File: src/rtl/pc_fetch_unit.sv
// Program-counter and instruction-fetch sequencer.
// Fetches one word per instruction and applies the branch/jump outcome only when the instruction commits.
module pc_fetch_unit #(
  parameter int unsigned    XLEN         = 32,
  parameter logic [XLEN-1:0] RESET_VECTOR = 32'h0000_0000,
  parameter int unsigned    MAX_WAIT     = 15
) (
  input  logic            clk,
  input  logic            reset,
  input  logic            PCSrc,
  input  logic [XLEN-1:0] PCTarget,
  input  logic            commit,
  input  logic            imem_rvalid,
  input  logic [31:0]     imem_rdata,
  output logic            imem_req,
  output logic [XLEN-1:0] imem_addr,
  output logic [31:0]     Instr,
  output logic            instr_valid,
  output logic [XLEN-1:0] PC,
  output logic [XLEN-1:0] PCPlus4,
  output logic [31:0]     retire_cnt,
  output logic            misalign_err,
  output logic            timeout_err
);

  localparam int unsigned WAIT_W  = $clog2(MAX_WAIT + 1);
  localparam logic [31:0] NOP_INSTR = 32'h0000_0013;

  typedef enum logic [1:0] {
    ST_IDLE  = 2'd0,
    ST_FETCH = 2'd1,
    ST_EXEC  = 2'd2,
    ST_HALT  = 2'd3
  } state_t;

  // A taken target must be word aligned.
  function automatic logic is_misaligned(input logic [XLEN-1:0] addr);
    return (addr[1:0] != 2'b00);
  endfunction

  state_t            state_r, state_s;
  logic [XLEN-1:0]   pc_r, pc_s;
  logic [31:0]       instr_r, instr_s;
  logic [WAIT_W-1:0] wait_cnt_r, wait_cnt_s;
  logic [31:0]       retire_cnt_r, retire_cnt_s;
  logic              misalign_err_r, misalign_err_s;
  logic              timeout_err_r, timeout_err_s;
  logic              imem_req_r;
  logic              instr_valid_r;
  logic [XLEN-1:0]   pc_plus4_s;

  assign pc_plus4_s = pc_r + XLEN'(4);

  // Next-state and datapath update decisions for the fetch sequencer.
  always_comb begin
    state_s        = state_r;
    pc_s           = pc_r;
    instr_s        = instr_r;
    wait_cnt_s     = wait_cnt_r;
    retire_cnt_s   = retire_cnt_r;
    misalign_err_s = misalign_err_r;
    timeout_err_s  = timeout_err_r;
    case (state_r)
      ST_IDLE: begin
        state_s = ST_FETCH;
      end
      ST_FETCH: begin
        if (imem_rvalid) begin
          instr_s    = imem_rdata;
          wait_cnt_s = {WAIT_W{1'b0}};
          state_s    = ST_EXEC;
        end else if (wait_cnt_r == WAIT_W'(MAX_WAIT)) begin
          timeout_err_s = 1'b1;
          state_s       = ST_HALT;
        end else begin
          wait_cnt_s = wait_cnt_r + WAIT_W'(1);
        end
      end
      ST_EXEC: begin
        if (commit) begin
          // A misaligned taken target still retires the instruction.
          retire_cnt_s = retire_cnt_r + 32'd1;
          if (PCSrc && is_misaligned(PCTarget)) begin
            misalign_err_s = 1'b1;
            state_s        = ST_HALT;
          end else begin
            pc_s    = PCSrc ? PCTarget : pc_plus4_s;
            state_s = ST_FETCH;
          end
        end else begin
          state_s = ST_EXEC;
        end
      end
      ST_HALT: begin
        state_s = ST_HALT;
      end
      default: begin
        state_s = ST_HALT;
      end
    endcase
  end

  // State, datapath and registered Moore outputs.
  always_ff @(posedge clk or posedge reset) begin
    if (reset) begin
      state_r        <= ST_IDLE;
      pc_r           <= RESET_VECTOR;
      instr_r        <= NOP_INSTR;
      wait_cnt_r     <= {WAIT_W{1'b0}};
      retire_cnt_r   <= 32'd0;
      misalign_err_r <= 1'b0;
      timeout_err_r  <= 1'b0;
      imem_req_r     <= 1'b0;
      instr_valid_r  <= 1'b0;
    end else begin
      state_r        <= state_s;
      pc_r           <= pc_s;
      instr_r        <= instr_s;
      wait_cnt_r     <= wait_cnt_s;
      retire_cnt_r   <= retire_cnt_s;
      misalign_err_r <= misalign_err_s;
      timeout_err_r  <= timeout_err_s;
      imem_req_r     <= (state_s == ST_FETCH);
      instr_valid_r  <= (state_s == ST_EXEC);
    end
  end

  assign imem_req     = imem_req_r;
  assign imem_addr    = pc_r;
  assign Instr        = instr_r;
  assign instr_valid  = instr_valid_r;
  assign PC           = pc_r;
  assign PCPlus4      = pc_plus4_s;
  assign retire_cnt   = retire_cnt_r;
  assign misalign_err = misalign_err_r;
  assign timeout_err  = timeout_err_r;

endmodule
File: config.mk
export PLATFORM = sky130hd
export DESIGN_NAME = pc_fetch_unit
export DESIGN_NICKNAME = d
export VERILOG_FILES = /design/src/rtl/pc_fetch_unit.sv
export SDC_FILE = /design/constraint.sdc
export NUM_CORES = 1
export LEC_CHECK = 0
export BUFFER_PORTS_ARGS = -buffer_cell sky130_fd_sc_hd__buf_2
export CORE_ASPECT_RATIO = 1.75
export CORE_UTILIZATION = 45
export DETAILED_ROUTE_END_ITERATION = 10
export PLACE_DENSITY = 0.82
export SYNTH_ARGS = -nofsm -noshare
export SYNTH_HDL_FRONTEND = slang
export SYNTH_SLANG_ARGS = --single-unit
File: constraint.sdc
create_clock -name clk -period 3.4 [get_ports clk]
set_input_delay 0.34 -clock clk [delete_from_list [all_inputs] [get_ports clk]]
set_output_delay 0.34 -clock clk [all_outputs]
set_load 0.1 [all_outputs]
-- Word-level counts from Yosys, hierarchy flattened
Index checks and enable logic that the tools add are counted.
- register bits after elaboration: 106
- output and inout bits: 164
- muxes and demuxes: 8
- bitwise operators: 2
- equality and inequality tests: 7
- add/sub/neg operators: 3
- reduce and logical (&&, ||, !) cells: 9
- operators with widths (kind ; count):
    $add 32x1->32 const B ; 1
    $add 32x3->32 const B ; 1
    $mux 32 ; 1
    $reduce_and 3->1 ; 3
    $mux 2 ; 4
    $mux 4 ; 2
    $pmux 2 s4 ; 1
    $eq 2x2->1 const B ; 3
    $reduce_and 2->1 ; 3
    $add 4x1->4 const B ; 1
    $eq 2x1->1 const B ; 2
    $eq 4x4->1 const B ; 1
    $logic_not 2->1 ; 1
    $ne 2x2->1 const B ; 1
    $not 1->1 ; 2
    $reduce_bool 2->1 ; 1
    $logic_and 1x1->1 ; 1

-- Longest topological paths before layout
- depth after elaboration: 6
- gate-level depth with buffers: 7
- gate-level depth less buffers: 5

-- Least setup slack after synthesis
No wires, ideal clock.
- path type: reg2out
- from: register pc_r[6], in the netlist PC[6]
- to: output PCPlus4[28]
- path buffers: 2
- slack: -0.826 ns
- arrival: 3.886 ns
- stages on the path, launching flop included: 7
- cell sequence: dfrtp_1 > buf_4 > nand4_2 > buf_6 > or3_1 > or3_1 > xnor2_1
- longest elaborated chain between the ends: 1
- RTL lines (what ; RTL line ; text):
    start, declared ; 42 ; logic [XLEN-1:0] pc_r, pc_s;
    start signal, assigned ; 117 ; pc_r <= pc_s;
    $add 32x3->32 ; 52 ; assign pc_plus4_s = pc_r + XLEN'(4);
    end, declared ; 20 ; output logic [XLEN-1:0] PCPlus4,
Every way passes these cells.

-- Final worst setup path
- from: register pc_r[19], in the netlist PC[19]
- to: output PCPlus4[24]
Same word-level chain as after synthesis.

==> impl_metrics.toml <==
[floorplan]
die-area_um2 = 13600
rows = 55
start_util_pct = 46.0
io_pins = 233
die_h_um = 154
die_w_um = 88.7
coreArea_um2 = 12900

[sta]
post-route-period-util_pct = 94.7
fmaxAchievable_mhz = 310
period_needed_ns = 3.22
rsz0062_at_grt = "no"
setup_viol = 0
drv_slew = 0
finalHoldViolations = 0
worst_slack_ns = 0.179
max_slew.worst_pin.slew_ns = 1.06
finalSetupTns_ns = 0
skew_ns = 0.0123
slew_headroom_pct = 28.5

[route]
drc_errors = 0
post_drt_wl_per_cell_um = 16.6
wl_um = 15900
dr.pass1.iters = 5
drtIter0Drc = 176
detail-route-antenna-nets = 0
vias = 5281
vias_per_cell = 5.51

[synthesis]
synth_cell_types = 54
yosysSeqAreaShare_pct = 44.8
synth.avg_cell_area_um2 = 9.84
netlist_area_um2 = 5930
ys.flop_type = "dfrtp_1"
async_flop_share_pct = 100
synth_edf_count = 0
netlist_instances = 602
synth_warnings = 0
yosys_register_bits = 106
syn_nets = 674

[critical_path]
crit_fanout = 15
end_kind = "output pin"
cp.depth = 5
cp_slowest_cell = "and2_0"
path_class = "reg2out"
rr_worst_depth = 4
timing.critical_path.from = "PC[19]$_DFFE_PP0P_"
critPathMaxStageDelay_ns = 0.62
startpoint_type = "flip-flop"
crit_path_cell_trace = "and4_1 -> and2_0 -> nand3_1 -> xnor2_4 -> buf_2"
cp.arrival_ns = 2.88
r2r_start = "retire_cnt[14]$_DFFE_PP0P_"
cp.buffers_inverters = 1
cpLargestDelayFamily = "simple AND/OR/NAND/NOR gates"
critPathRequiredTime_ns = 3.06

[cts]
ctsResizeCount = 0
cts_root_buf = "clkbuf_16"
clk_latency_ns = 0.35
clk_pin_slew_ns = 0.08
cts_hold_buf = 0
cts_sinks = 106
cts_buffers = 9
cts-htree-levels = 3
post-cts-setup-buffer-count = 0
clockBufferDepth = 2
cts_tree = "done"

[finish]
fillCellCount = 1136
area.growth.synth_to_final_pct = 28.7
antenna_cells = 0
layout_common_cells = "buf_2 (225), dfrtp_1 (103), nand2_1 (48)"
layout-drive-gt1-share_pct = 41.4
finalNetCount = 854
layout_commonest_cell = "buf_2"
fin_util_pct = 59.3

[global_routing]
grt.total_usage_pct = 23.7
antenna_found_initial = 0
grt_pass1_vias = 5122
grt_pass1_wl_um = 25200
grt_max_degree = 70
grt_overflow = 0

[placed_design]
dp_hpwl_um = 11800
pre_cts_ws_ns = 0.569
io_buffer_count = 232
gp_congestion = 0.812

[power_and_ir_drop]
irDropWorstVdd_mv = 0.582
power.density_nw_per_um2 = 612
report.power.total_uw = 4670
p_leak_uw = 0.00369

[status]
status = "complete, no violations"

[job]
cap_violations = 0

[worst_hold_path]
hold_class = "in2async"
==> cell families (layout without fill, tap and decap cells) <==
group / after synthesis / after routing / share of synthesized area, %
AOI/OAI and AO/OA: 103 / 103 / 11.8
xor gates and xnor gates: 59 / 59 / 8.72
adders and majority gates: 3 / 3 / 0.634
buffers and inverters: 94 / 279 / 8.53
DFF: 106 / 106 / 44.8
muxes: 36 / 36 / 6.76
and+or+nand+nor: 201 / 201 / 18.8
==> registers in the layout, summed over array words and instances, names as in the netlist <==
name	flops
wait_cnt_r	4
state_r	2
misalign_err	1
Instr	32
retire_cnt	32
timeout_err	1
instr_valid	1
imem_req	1
PC	32
==> where the power goes <==
group / switching (uW) / total (uW) / internal, uW
clock: 501 / 1020 / 515
sequential: 155 / 1580 / 1430
combinational: 1750 / 2070 / 317
==> stage by stage <==
stage / instance area [um^2] / hold slack, ns / instances
global route: 7620 / 0.0943 / 958
CTS: 7620 / 0.0687 / 958
detailed placement: 7330 / 0.443 / 942
finish: 7620 / 0.0510 / 958
floorplan: 6180 / 0.448 / 602
global placement: 7330 / 0.437 / 942
==> area by class of cell <==
type                       count  area [um^2]  share of cell area (%)
timing repair buffer         242         1350                    17.8
clock inverter                 6         61.3                   0.804
multi-input combinational    402         3030                    39.7
tap                          171          214                    2.81
sequential                   106         2660                    34.8
clock buffer                  10          229                    3.00
inverter                      21         81.3                    1.07
==> routing by layer <==
| layer | vias up | GRT usage (%) | wire length (um) |
|---|---|---|---|
| li1 | 2464 | - | - |
| met1 | 2557 | 25.1 | 5640 |
| met2 | 240 | 45.1 | 8940 |
| met3 | 20 | 4.51 | 1150 |
| met4 | 0 | 7.68 | 197 |
| met5 | - | 0 | 0 |
==> cells in the mapped netlist, types with 18 or more instances <==
library cell / number / share of area, %
o21ai_0: 23 / 1.9
clkbuf_1: 25 / 1.6
xnor2_1: 34 / 5.0
dfrtp_1: 103 / 43
nand2_1: 48 / 3.0
nand3_1: 25 / 2.1
a21oi_1: 23 / 1.9
nand4_1: 19 / 2.0
inv_1: 20 / 1.3
nor3_1: 34 / 2.9
xor2_1: 25 / 3.7
nor2_1: 18 / 1.1
mux2_2: 32 / 6.1
buf_4: 36 / 4.6
==> path summary, 6_finish.rpt <==
path	end	slack, ns
worst max-delay path	PCPlus4[24]	0.18
max in group asynchronous	Instr[4]$_DFFE_PP1P_	2.57
worst min-delay path	Instr[15]$_DFFE_PP0P_	0.05
worst max register to register	retire_cnt[23]$_DFFE_PP0P_	1.10
min in group clk	Instr[15]$_DFFE_PP0P_	0.22
worst min register to register	misalign_err$_DFFE_PP0P_	0.46
Note: power is estimated with default switching activity, not from simulation.
